--- config.mk ---
export PLATFORM = sky130hd
export DESIGN_NAME = pipe_ctl
export DESIGN_NICKNAME = d
export VERILOG_FILES = /design/src/rtl/pipe_ctl_pkg.sv /design/src/rtl/pipe_ctl_decode.sv /design/src/rtl/pipe_ctl.sv
export SDC_FILE = /design/constraint.sdc
export NUM_CORES = 1
export LEC_CHECK = 0
export CORE_ASPECT_RATIO = 0.8
export CORE_MARGIN = 4
export CORE_UTILIZATION = 29
export CTS_BUF_LIST = sky130_fd_sc_hd__clkbuf_8 sky130_fd_sc_hd__clkbuf_16
export CTS_CLUSTER_SIZE = 20
export DETAILED_ROUTE_END_ITERATION = 10
export GPL_ROUTABILITY_DRIVEN = 0
export HOLD_SLACK_MARGIN = 0.02
export SYNTH_ARGS = -nofsm -noshare
export SYNTH_HDL_FRONTEND = slang
export SYNTH_SLANG_ARGS = --single-unit
--- constraint.sdc ---
create_clock -name clk -period 3.4 [get_ports clk]
set_input_delay 0.85 -clock clk [delete_from_list [all_inputs] [get_ports clk]]
set_output_delay 0.85 -clock clk [all_outputs]
set_load 0.01 [all_outputs]
--- src/rtl/pipe_ctl_pkg.sv ---
// pipe_ctl_pkg: opcodes, ALUOp encodings and control-bundle layout
// shared by the pipeline controller and its decoder.
package pipe_ctl_pkg;
    localparam logic [5:0] OP_RTYPE = 6'b000000;
    localparam logic [5:0] OP_LW    = 6'b100011;
    localparam logic [5:0] OP_SW    = 6'b101011;
    localparam logic [5:0] OP_BEQ   = 6'b000100;
    localparam logic [5:0] OP_J     = 6'b000010;

    localparam logic [1:0] ALUOP_ADD   = 2'b00;
    localparam logic [1:0] ALUOP_SUB   = 2'b01;
    localparam logic [1:0] ALUOP_FUNCT = 2'b10;

    typedef struct packed {
        logic       regDst;
        logic       aluSrc;
        logic [1:0] aluOp;
        logic       memRead;
        logic       memWrite;
        logic       branch;
        logic       memToReg;
        logic       regWrite;
    } ctlBundle_t;

    localparam ctlBundle_t CTL_NOP = '0;
endpackage

--- src/rtl/pipe_ctl_decode.sv ---
// ctl_decode: combinational ID-stage decode of the opcode into a control bundle,
// plus whether the instruction reads rt as a source.
module ctl_decode
    import pipe_ctl_pkg::*;
#(
    parameter int OPW = 6
) (
    input  logic           valid,
    input  logic [OPW-1:0] op,
    output ctlBundle_t     ctl,
    output logic           usesRt
);
    localparam ctlBundle_t CTL_R   = '{1'b1, 1'b0, ALUOP_FUNCT, 1'b0, 1'b0, 1'b0, 1'b0, 1'b1};
    localparam ctlBundle_t CTL_LW  = '{1'b0, 1'b1, ALUOP_ADD,   1'b1, 1'b0, 1'b0, 1'b1, 1'b1};
    localparam ctlBundle_t CTL_SW  = '{1'b0, 1'b1, ALUOP_ADD,   1'b0, 1'b1, 1'b0, 1'b0, 1'b0};
    localparam ctlBundle_t CTL_BEQ = '{1'b0, 1'b0, ALUOP_SUB,   1'b0, 1'b0, 1'b1, 1'b0, 1'b0};

    logic isR, isLw, isSw, isBeq;

    always_comb begin
        isR    = valid && op == OPW'(OP_RTYPE);
        isLw   = valid && op == OPW'(OP_LW);
        isSw   = valid && op == OPW'(OP_SW);
        isBeq  = valid && op == OPW'(OP_BEQ);
        ctl    = isR ? CTL_R : isLw ? CTL_LW : isSw ? CTL_SW : isBeq ? CTL_BEQ : CTL_NOP;
        usesRt = isR || isSw || isBeq;
    end
endmodule

--- src/rtl/pipe_ctl.sv ---
// pipe_ctl: pipelined control for a 5-stage core -- stage registers, load-use
// stall, branch/jump flush and a saturating stall counter.
module pipe_ctl
    import pipe_ctl_pkg::*;
#(
    parameter int OPW = 6,
    parameter int RW  = 5,
    parameter int CW  = 16
) (
    input  logic           clk,
    input  logic           rst_n,
    input  logic           id_valid,
    input  logic [OPW-1:0] id_op,
    input  logic [RW-1:0]  id_rs,
    input  logic [RW-1:0]  id_rt,
    input  logic [RW-1:0]  ex_rt,
    input  logic           mem_zero,
    output logic           ex_regdst,
    output logic           ex_alusrc,
    output logic [1:0]     ex_aluop,
    output logic           mem_read,
    output logic           mem_write,
    output logic           mem_branch,
    output logic           wb_memtoreg,
    output logic           wb_regwrite,
    output logic           pc_write,
    output logic           ifid_write,
    output logic           if_flush,
    output logic           pc_src_branch,
    output logic           pc_src_jump,
    output logic [CW-1:0]  stall_cnt
);
    ctlBundle_t idCtl, idExQ, exMemQ, memWbQ;
    logic usesRt, loadUse, branchTaken, stall, isJump;

    ctl_decode #(.OPW(OPW)) u_decode (
        .valid (id_valid),
        .op    (id_op),
        .ctl   (idCtl),
        .usesRt(usesRt)
    );

    // A taken branch overrides a stall; a stall in turn suppresses a jump.
    always_comb begin
        loadUse       = id_valid && idExQ.memRead && (ex_rt == id_rs || (ex_rt == id_rt && usesRt));
        branchTaken   = exMemQ.branch && mem_zero;
        stall         = loadUse && !branchTaken;
        isJump        = id_valid && id_op == OPW'(OP_J) && !branchTaken && !stall;
        pc_write      = !stall;
        ifid_write    = !stall;
        pc_src_branch = branchTaken;
        pc_src_jump   = isJump;
        if_flush      = branchTaken || isJump;
        ex_regdst     = idExQ.regDst;
        ex_alusrc     = idExQ.aluSrc;
        ex_aluop      = idExQ.aluOp;
        mem_read      = exMemQ.memRead;
        mem_write     = exMemQ.memWrite;
        mem_branch    = exMemQ.branch;
        wb_memtoreg   = memWbQ.memToReg;
        wb_regwrite   = memWbQ.regWrite;
    end

    always_ff @(posedge clk or negedge rst_n) begin
        if (!rst_n) begin
            idExQ     <= CTL_NOP;
            exMemQ    <= CTL_NOP;
            memWbQ    <= CTL_NOP;
            stall_cnt <= '0;
        end else begin
            idExQ     <= (branchTaken || stall) ? CTL_NOP : idCtl;
            exMemQ    <= branchTaken ? CTL_NOP : idExQ;
            memWbQ    <= exMemQ;
            stall_cnt <= (stall && stall_cnt != '1) ? stall_cnt + 1'b1 : stall_cnt;
        end
    end
endmodule

==> summary.md, run 1 <==
| Metric | Value |
|---|---|
| Hold Crit Depth | `0` |
| Routed Antenna Nets | `0` |
| Vias | `between 1000 and 1500` |
| Vias in the first global route | `between 1000 and 1500` |
| Tot Pwr | `660 uW` |
| FMAX | `about 300 MHz` |
| Worst R2R End | `stall_cnt[1]` |
| Area growth, synth to finish | `58.5%` |
| Avg WL per Cell | `about 13 um` |
| Longest Clk Path Bufs | `2` |
| Unique cell type count in the Yosys netlist | `29` |
| Die Footprint | `between 6000 and 7000 um^2` |
| Leakage | `approximately 1.0 nW` |
| Crit path largest cell delay | `~0.42 ns` |
| Buffers and inverters on the worst path | `2` |
| Ant. Diodes | `0` |
| Clock Latency Late Sink | `roughly 0.27 ns` |
| DP HPWL | `between 2000 and 3000 um` |
| Synth area leader | `dfrtp_1` |
| Critical path's slowest cell | `clkdlybuf4s50_1` |
| WS Path Type | `in2out` |
| Area fraction of the dominant cell type after synthesis | `0.498` |
| Synth Net Count | `between 150 and 200` |
| Die height | `70.3 um` |
| Cell Area, Placed | `between 2000 and 2500 um^2` |
| Crit-path cells | `clkdlybuf4s50_1, xnor2_1, nand4_1, nor3_2, or3_4, or3_4, nor2_2, buf_2` |
| Most frequent cells in the layout | `33 x clkdlybuf4s50_1, 28 x dfrtp_1, 20 x buf_4` |
| Hold Crit Endpoint | `wb_regwrite` |
| Fin util | `0.480` |
| Fin nets | `between 200 and 250` |
| Core box area | `approximately 4700 um^2` |
| Seq/Total Area, Yosys | `0.498` |
| Layout fillers | `between 400 and 500` |
| Post-DR vias/cell | `4.52` |
| PwrDens | `just under 300 nW/um^2` |
| Port bufs | `54` |
| Critical path fanouts, max | `2` |
| Synth Instances | `around 130` |
| Layout cells sized above 1 | `0.248` |
| Commonest non-fill, non-tap cell in the layout | `clkdlybuf4s50_1` |
| Worst-margin pin slew | `0.712 ns` |
| Initial Util | `0.303` |
| Total CTS buffers | `3` |
| Worst Clk Skew | `approximately 0.0016 ns` |
| Num Clock Sinks | `28` |
| TritonCTS clock tree | `done` |
| Tot GR Track Use | `0.108` |
| Clock Pin Slew Worst Setup and Hold Paths | `around 0.090 ns` |
| Final Instance Area | `2230 um^2` |
| Post-synth EDFFs | `0` |
| FFs w/ async S/R, synth | `1.00` |
| Placed instance count | `256` |
| Die Wd | `approximately 86 um` |
| Max capacitance violation total | `0` |
| Largest net degree at the start of global routing | `29` |
| DRC | `0` |
| Htree depth | `1` |
| Slew HR | `0.525` |
| Top post-synthesis cells by area | `dfrtp_1 50%, xnor2_1 8.1%, xor2_1 7.5%, nor3_2 2.8%, nand4_1 2.7%` |
| Worst R2R Path Depth | `6` |
| CP Capture Type | `output pin` |
| Hold WS | `~0.36 ns` |
| Crit path from | `id_rs[2]` |
| Final Setup Violations | `0` |
| CTS Hold Bufs | `0` |
| Avg Inst Size Synth | `11.0 um^2` |
| Root Driver | `clkbuf_8` |
| Worst min-delay path startpoint | `exMemQ[0]` |
| Final worst-path cycle share | `0.983` |
| CP required | `2.55 ns` |
| Post-route insts no fill | `roughly 260` |
| Delay-heaviest family, CP | `simple AND/OR/NAND/NOR gates` |
| Number of I/O pins | `55` |
| Worst hold path class | `reg2reg` |
| R2r setup slk | `~1.1 ns` |
| Routed Wire Length | `between 3000 and 4000 um` |
| Synth Cell Area | `roughly 1400 um^2` |
| Final hold viol count | `0` |
| Critical Path Start Type | `input pin` |
| Gr ovfl total | `0` |
| Maximum vdd ir drop | `roughly 130 uV` |
| Synth Register Bits | `28` |
| Period minus WS final | `3.34 ns` |
| Commonest register cell after synthesis | `dfrtp_1` |
| Status | `completed` |
| Arrival @ worst endpoint | `2.49 ns` |
| Drt first pass iters | `4` |
| DR iter-0 viols | `42` |
| First-pass GRT wire length | `~5300 um` |
| Slew Limit Fails | `0` |
| Most frequent CP cell | `or3_4` |
| R2R Path Start | `stall_cnt[0]` |
| Initial antenna violation count | `0` |
| Synth warn | `0` |
| FP Rows | `22` |
[worst max path at each step]
stage | end | slack [ns] | cells after the start
final | pc_src_jump | 0.06 | 8
after floorplan | pc_src_jump | 0.22 | 6
after CTS | pc_src_jump | -0.11 | 7
after global placement | pc_src_jump | -0.54 | 8
after global routing | pc_src_jump | -0.004 | 8
after detailed placement | pc_src_jump | -0.61 | 8
[state kept, by name, summed over array words and instances (netlist names)]
| register | count |
|---|---|
| stall_cnt | 16 |
| exMemQ | 1 |
| wb_memtoreg | 1 |
| ex_aluop | 2 |
| wb_regwrite | 1 |
| mem_branch | 1 |
| mem_read | 1 |
| mem_write | 1 |
| ex_alusrc | 1 |
| idExQ | 3 |
[cell usage after synthesis, drive strengths merged, types with 2 or more instances]
| master | number |
|---|---|
| nand2 | 6 |
| nand2b | 3 |
| xnor2 | 13 |
| o21ai | 2 |
| dfrtp | 28 |
| and2 | 4 |
| nor2 | 8 |
| nand4 | 6 |
| or2 | 3 |
| nand3 | 5 |
| buf | 4 |
| nor3 | 11 |
| or3 | 4 |
| xor2 | 12 |
| nor4 | 3 |
| inv | 7 |
[worst reg2reg max path, delay by kind of cell (launching register included)]
kind | cells | cell delay, ns
compound gates | 2 | 0.60
fa+ha+maj | 1 | 0.20
flops | 1 | 0.45
mux | 1 | 0.41
simple gates | 2 | 0.51
[routing by layer]
metal / share of wire / global-route usage
met5: 0 / 0
met4: 0.0058 / 0.0211
met3: 0.081 / 0.0342
met2: 0.45 / 0.181
met1: 0.46 / 0.135
[report_power, final]
| group | internal (mW) | total [mW] | switching, mW |
|---|---|---|---|
| clock network | 0.157 | 0.258 | 0.101 |
| logic | 0.0395 | 0.0670 | 0.0275 |
| registers | 0.334 | 0.334 | 0.000554 |
| total | 0.531 | 0.660 | 0.129 |
[final cells by class]
type	count	area, um^2	share of cell area
clock inverters	1	30.0	0.0135
repair buffers	74	671	0.301
multi-input cells	89	687	0.308
flip-flops and latches	28	701	0.314
clock buffers	3	41.3	0.0185
inverters	7	26.3	0.0118
well taps	60	75.1	0.0337
[metrics by stage]
stage	setup TNS, ns	setup WS [ns]
final	0	0.0576
after global routing	-0.00422	-0.00422
after CTS	-0.114	-0.114
after detailed placement	-1.86	-0.608
after global placement	-1.73	-0.535
after floorplan	0	0.224
[cells by family (layout without fill, tap and decap cells)]
kind of cell               after synthesis  in the layout  synth area share
xor gates and xnor gates                25             25             0.156
DFF                                     28             28             0.498
AOI/OAI and AO/OA                        6              6            0.0480
buffers and inverters                   11             85            0.0427
adders and majority gates                1              1           0.00889
and+or+nand+nor                         56             56             0.239
muxes                                    1              1           0.00800
[what timing repair did]
item                       CTS  global route
setup endpoints to repair    4             3
pin swaps                   10            11
hold endpoints to repair     0             0
gates resized for setup     36            10
buffers inserted             2             0
No activity file was read; power rests on OpenSTA's default activity.
==> run 2, diff against run 1 <==
- PLACE_DENSITY: unset -> 0.64
==> run 2 against run 1 <==
Net effect: final area rose by 2.8%; via count fell by 2.4%; clock power barely moved; sequential share of layout area fell by 0.86 points; non-clock buffer count rose by 2; final cell count rose by 0.76%; hold slack got worse by 0.0023 ns; clock skew rose by 0.0017 ns; die area did not move; first-iteration DRC count rose by 24%; register-to-register slack got worse by 0.03 ns.
==> summary.md, run 2 (synthesized netlist as in run 1, its figures left out) <==
| Metric | Value |
|---|---|
| Initial antenna violation count | `0 (unchanged)` |
| FP Rows | `22 (unchanged)` |
| Vias in the first global route | `1081 (was 1172)` |
| Tot GR Track Use | `0.101 (was 0.108)` |
| Avg WL per Cell | `11.9 um (was 12.5 um)` |
| Fin nets | `231 (was 229)` |
| Root Driver | `clkbuf_8 (unchanged)` |
| CP required | `2.55 ns (about the same)` |
| Clk pwr share | `0.391 (about the same)` |
| Longest Clk Path Bufs | `2 (unchanged)` |
| FMAX | `303 MHz (was 299 MHz)` |
| Final hold viol count | `0 (unchanged)` |
| Largest net degree at the start of global routing | `29 (unchanged)` |
| GR Layer Usage met1 | `0.144 (was 0.135)` |
| DP HPWL | `2450 um (was 2700 um)` |
| Post-DR vias/cell | `4.38 (was 4.52)` |
| Die height | `70.3 um (unchanged)` |
| Num Clock Sinks | `28 (unchanged)` |
| Die Wd | `85.9 um (unchanged)` |
| Critical path's slowest cell | `or3_4 (was clkdlybuf4s50_1)` |
| Delay-heaviest family, CP | `simple AND/OR/NAND/NOR gates (unchanged)` |
| PwrDens | `288 nW/um^2 (was 296 nW/um^2)` |
| Status | `completed (unchanged)` |
| CP Capture Type | `output pin (unchanged)` |
| First-pass GRT wire length | `4910 um (was 5320 um)` |
| GRT busiest layer | `met1 (was met2)` |
| Final worst-path cycle share | `0.971 (was 0.983)` |
| Vias | `1157 (was 1185)` |
| Routed Antenna Nets | `0 (unchanged)` |
| NetSw | `129 uW (about the same)` |
| Buffers and inverters on the worst path | `2 (unchanged)` |
| Worst R2R Path Depth | `6 (unchanged)` |
| Cell Area, Placed | `2120 um^2 (about the same)` |
| Max capacitance violation total | `0 (unchanged)` |
| GR Util met3 | `0.0425 (was 0.0342)` |
| Slew Limit Fails | `0 (unchanged)` |
| Sw frac | `0.195 (about the same)` |
| Total CTS buffers | `3 (unchanged)` |
| Leakage | `1.16 nW (was 1.05 nW)` |
| Most frequent cells in the layout | `28 x dfrtp_1, 28 x clkdlybuf4s50_1, 22 x buf_4 (was 33 x clkdlybuf4s50_1, 28 x dfrtp_1, 20 x buf_4)` |
| Htree depth | `1 (unchanged)` |
| Arrival @ worst endpoint | `2.45 ns (was 2.49 ns)` |
| Hold Crit Depth | `0 (unchanged)` |
| Area of the multi-input gates | `687 um^2 (unchanged)` |
| Worst-margin pin slew | `0.734 ns (was 0.712 ns)` |
| Grt met2 use | `0.138 (was 0.181)` |
| Period minus WS final | `3.30 ns (was 3.34 ns)` |
| Area growth, synth to finish | `62.9% (was 58.5%)` |
| Maximum vdd ir drop | `218 uV (was 133 uV)` |
| Number of stages on the worst setup path | `8 (unchanged)` |
| WS Path Type | `in2out (unchanged)` |
| Crit-path cells | `clkdlybuf4s15_1, or3_1, or3_4, a2111oi_4, or3_1, or3_4, nor2_4, buf_6 (was clkdlybuf4s50_1, xnor2_1, nand4_1, nor3_2, or3_4, or3_4, nor2_2, buf_2)` |
| Clock Latency Late Sink | `0.27 ns (about the same)` |
| Crit path largest cell delay | `0.34 ns (was 0.42 ns)` |
| FF/Latch Area | `701 um^2 (unchanged)` |
| Max reg flops | `16 (unchanged)` |
| Core box area | `4650 um^2 (unchanged)` |
| Tot Pwr | `660 uW (about the same)` |
| Worst Clk Skew | `0.00328 ns (was 0.00157 ns)` |
| Int Pwr | `532 uW (was 531 uW)` |
| Slew HR | `0.510 (was 0.525)` |
| Number of I/O pins | `55 (unchanged)` |
| Initial Util | `0.303 (unchanged)` |
| Ant. Diodes | `0 (unchanged)` |
| DRC | `0 (unchanged)` |
| Critical path fanouts, max | `3 (was 2)` |
| TritonCTS clock tree | `done (unchanged)` |
| Clock Pin Slew Worst Setup and Hold Paths | `0.09 ns (about the same)` |
| Comb pwr share | `0.103 (was 0.102)` |
| CTS Hold Bufs | `0 (unchanged)` |
| Die Footprint | `6040 um^2 (unchanged)` |
| Layout fillers | `419 (was 440)` |
| Gr ovfl total | `0 (unchanged)` |
| Port bufs | `54 (unchanged)` |
| DR iter-0 viols | `52 (was 42)` |
| Most flop-heavy register | `stall_cnt (unchanged)` |
| Layout cells sized above 1 | `0.245 (was 0.248)` |
| Drt first pass iters | `2 (was 4)` |
| Critical Path Start Type | `input pin (unchanged)` |
| RSZ-0062 raised after global routing | `false` |
| Final Instance Area | `2290 um^2 (was 2230 um^2)` |
| Worst hold path class | `reg2reg (unchanged)` |
| Routed Wire Length | `3150 um (was 3280 um)` |
| Sequential share of power | `0.506 (was 0.507)` |
| Hold WS | `0.357 ns (was 0.359 ns)` |
| Final Setup Violations | `0 (unchanged)` |
[run 2: changes by cell type in the layout (fill, tap and decap cells not counted), sizes merged]
cell,change
clkdlybuf4s50,-5
clkdlybuf4s15,+1
dlygate4sd2,-8
dlymetal6s2s,+13
clkbuf,+1
[run 2: power by group through the flow]
stage	clock network, mW	registers [mW]	logic [mW]
global route	0.282	0.335	0.0747
finish	0.258	0.334	0.0680
floorplan	0	0.341	0.0172
CTS	0.269	0.334	0.0689
detailed placement	0	0.341	0.0688
global placement	0	0.341	0.0685
[run 2: through the flow]
| step | utilization | TNS [ns] | worst slack, ns | cells |
|---|---|---|---|---|
| 6_report | 0.493 | 0 | 0.0970 | 264 |
| 5_1_grt | 0.493 | 0 | 0.0355 | 264 |
| 4_1_cts | 0.473 | -0.124 | -0.124 | 261 |
| 3_5_place_dp | 0.455 | -1.80 | -0.561 | 255 |
| 3_3_place_gp | 0.455 | -1.72 | -0.528 | 255 |
| 2_1_floorplan | - | 0 | 0.224 | 128 |
[run 2: path summary, 6_finish.rpt]
kind                               from           end  slack [ns]
min in group asynchronous         rst_n  stall_cnt[5]        0.95
max in group asynchronous         rst_n     exMemQ[0]        2.20
setup reg to reg           stall_cnt[0]  stall_cnt[1]        1.11
setup / recovery               id_op[1]   pc_src_jump         0.1
hold reg to reg               exMemQ[0]   wb_regwrite        0.36
hold / removal                exMemQ[0]   wb_regwrite        0.36
[run 2: cell type report]
| type | instances | share of cell area |
|---|---|---|
| Multi-Input combinational cell | 89 | 0.300 |
| Inverter | 7 | 0.0115 |
| Tap cell | 60 | 0.0327 |
| Timing Repair Buffer | 76 | 0.320 |
| Sequential cell | 28 | 0.306 |
| Clock inverter | 1 | 0.0131 |
| Clock buffer | 3 | 0.0180 |
[run 2: layer usage]
metal | part of all wire | wire length (um)
met2 | 0.41 | 1280
met4 | 0.0048 | 15
met5 | 0 | 0
met3 | 0.097 | 305
met1 | 0.49 | 1550
[run 2: timing repair]
item,4_1_cts,5_1_grt
gates resized for setup,20,28
pin swaps,5,18
setup buffers,2,3
endpoints found under the setup margin,4,4
==> run 3, diff against run 2 <==
- PLACE_DENSITY: 0.64 -> 0.66
- clock period: 3.4 -> 2.7 ns (I/O delays scaled with it)
==> run 3 against run 2 <==
Net effect: the run now ends with setup timing left; setup slack got worse by 0.35 ns; utilization about the same; sequential share of layout area about the same; via count unchanged; non-clock buffer count increased by 6; flip-flop and latch count unchanged; routed wire length about the same; critical path depth unchanged; first-iteration DRC count decreased by 60%; die area unchanged; hold slack improved by 0.00064 ns; count of clock-buffer cells in the layout unchanged; critical endpoint unchanged.
==> summary.md, run 3 (synthesized netlist as in run 1, its figures left out) <==
| Metric | Value |
|---|---|
| FP Rows | `22 (unchanged)` |
| Leakage | `1.06 nW (was 1.16 nW)` |
| Fin nets | `237 (was 231)` |
| Largest net degree at the start of global routing | `29 (unchanged)` |
| Final hold viol count | `0 (unchanged)` |
| Max capacitance violation total | `0 (unchanged)` |
| WS Path Type | `in2out (unchanged)` |
| Area of the multi-input gates | `712 um^2 (was 687 um^2)` |
| PwrDens | `314 nW/um^2 (was 288 nW/um^2)` |
| Root Driver | `clkbuf_8 (unchanged)` |
| Critical Path Start Type | `input pin (unchanged)` |
| Area growth, synth to finish | `62.8% (was 62.9%)` |
| Fin util | `0.493 (about the same)` |
| Pre-CTS setup slack | `-0.926 ns (was -0.561 ns)` |
| Worst Clk Skew | `0.00461 ns (was 0.00328 ns)` |
| Setup ws final | `-0.252 ns (was 0.0970 ns)` |
| TritonCTS clock tree | `done (unchanged)` |
| Vias in the first global route | `1143 (was 1081)` |
| Clock Latency Late Sink | `0.26 ns (was 0.27 ns)` |
| DRC | `0 (unchanged)` |
| Tot GR Track Use | `0.110 (was 0.101)` |
| Final worst-path cycle share | `1.09` |
| RSZ-0062 raised after global routing | `true (was false)` |
| Total CTS buffers | `3 (unchanged)` |
| Final Setup Violations | `3 (was 0)` |
| Die Footprint | `6040 um^2 (unchanged)` |
| Max reg flops | `16 (unchanged)` |
| Vias | `1157 (unchanged)` |
| CP Capture Type | `output pin (unchanged)` |
| Most flop-heavy register | `stall_cnt (unchanged)` |
| Longest Clk Path Bufs | `2 (unchanged)` |
| Port bufs | `54 (unchanged)` |
| Drt first pass iters | `4 (was 2)` |
| Post-DR vias/cell | `4.30 (was 4.38)` |
| Routed Wire Length | `3150 um (about the same)` |
| Worst-margin pin slew | `0.343 ns (was 0.734 ns)` |
| FF/Latch Area | `701 um^2 (unchanged)` |
| Initial Util | `0.303 (unchanged)` |
| Layout cells sized above 1 | `0.292 (was 0.245)` |
| Die height | `70.3 um (unchanged)` |
| Tot Pwr | `720 uW (was 660 uW)` |
| Maximum vdd ir drop | `190 uV (was 218 uV)` |
| Worst hold path class | `reg2reg (unchanged)` |
| Layout fillers | `448 (was 419)` |
| Most frequent cells in the layout | `28 x dfrtp_1, 28 x clkdlybuf4s50_1, 27 x buf_4 (was 28 x dfrtp_1, 28 x clkdlybuf4s50_1, 22 x buf_4)` |
| Initial antenna violation count | `0 (unchanged)` |
| Ant. Diodes | `0 (unchanged)` |
| Post-route insts no fill | `269 (was 264)` |
| Routed Antenna Nets | `0 (unchanged)` |
| Die Wd | `85.9 um (unchanged)` |
| Avg WL per Cell | `11.7 um (was 11.9 um)` |
| Critical path fanouts, max | `2 (was 3)` |
| Core box area | `4650 um^2 (unchanged)` |
| Num Clock Sinks | `28 (unchanged)` |
| First-pass GRT wire length | `5240 um (was 4910 um)` |
| Cell Area, Placed | `2160 um^2 (was 2120 um^2)` |
| DR iter-0 viols | `21 (was 52)` |
| Slew Limit Fails | `0 (unchanged)` |
| Placed instance count | `259 (was 255)` |
| Violated checks | `setup timing` |
| Status | `finished, violations left (was completed)` |
| Period minus WS final | `a little under 3 ns` |
| CP required | `2.03 ns (was 2.55 ns)` |
| Slew HR | `0.771 (was 0.510)` |
| Gr ovfl total | `0 (unchanged)` |
| Clock Pin Slew Worst Setup and Hold Paths | `0.08 ns (was 0.09 ns)` |
| Arrival @ worst endpoint | `2.28 ns (was 2.45 ns)` |
| Number of I/O pins | `55 (unchanged)` |
| FMAX | `339 MHz` |
| CTS Hold Bufs | `0 (unchanged)` |
| Final Instance Area | `2290 um^2 (about the same)` |
| DP HPWL | `2420 um (was 2450 um)` |
| Htree depth | `1 (unchanged)` |
run 3: cell count changes in the layout (fill, tap and decap cells not counted), moves of 2 or more:
cell | previous run | this run
or3_4 | 2 | 4
or3_1 | 2 | 0
dlygate4sd2_1 | 1 | 17
dlymetal6s2s_1 | 19 | 2
buf_6 | 1 | 4
buf_4 | 22 | 27
run 3: worst paths after layout:
kind                         startpoint      endpoint  slack [ns]  cells past startpoint
setup reg to reg           stall_cnt[0]  stall_cnt[1]        0.46                      7
min in group asynchronous         rst_n  stall_cnt[4]        0.78                      2
hold / removal                exMemQ[0]   wb_regwrite        0.36                      0
setup / recovery               id_op[3]   pc_src_jump       -0.25                      8
hold reg to reg               exMemQ[0]   wb_regwrite        0.36                      0
max in group asynchronous         rst_n    mem_branch        1.66                      2
run 3: critical path, cell delays in order:
cell	delay [ns]
buf_6	0.09
or3_4	0.36
or3_4	0.34
a2111oi_4	0.33
or3_4	0.19
or3_4	0.12
nor2_2	0.04
buf_2	0.13
run 3: cell type report:
| class | count | share of cell area |
|---|---|---|
| Timing Repair Buffer | 82 | 0.322 |
| Multi-Input combinational cell | 89 | 0.311 |
| Sequential cell | 28 | 0.306 |
| Tap cell | 60 | 0.0328 |
| Clock buffer | 3 | 0.0180 |
| Inverter | 7 | 0.0115 |
run 3: what timing repair did:
item | 4_1_cts | 5_1_grt
endpoints found under the setup margin | 11 | 7
resized for setup | 52 | 8
endpoints found under the hold margin | 0 | 0
pin swaps | 16 | 9
setup buffers | 4 | 3
run 3: metal layers:
metal / track usage / vias up / part of all wire
met5: 0 / - / 0
met4: 0.0369 / 0 / 0.013
met3: 0.0318 / 2 / 0.065
met2: 0.171 / 35 / 0.45
met1: 0.146 / 524 / 0.47
li1: - / 596 / -
run 3: power breakdown:
group | internal [mW] | switching, mW | total (mW)
clock | 0.0998 | 0.113 | 0.212
sequential | 0.420 | 0.000813 | 0.421
combinational | 0.0510 | 0.0351 | 0.0861
total | 0.571 | 0.149 | 0.720
run 3: metrics by stage:
| stage | TNS [ns] | hold WS (ns) |
|---|---|---|
| final | -0.583 | 0.357 |
| after global routing | -0.730 | 0.371 |
| after CTS | -0.986 | 0.362 |
| after detailed placement | -7.41 | 0.342 |
| after global placement | -7.07 | 0.336 |
| after floorplan | -0.150 | 0.331 |
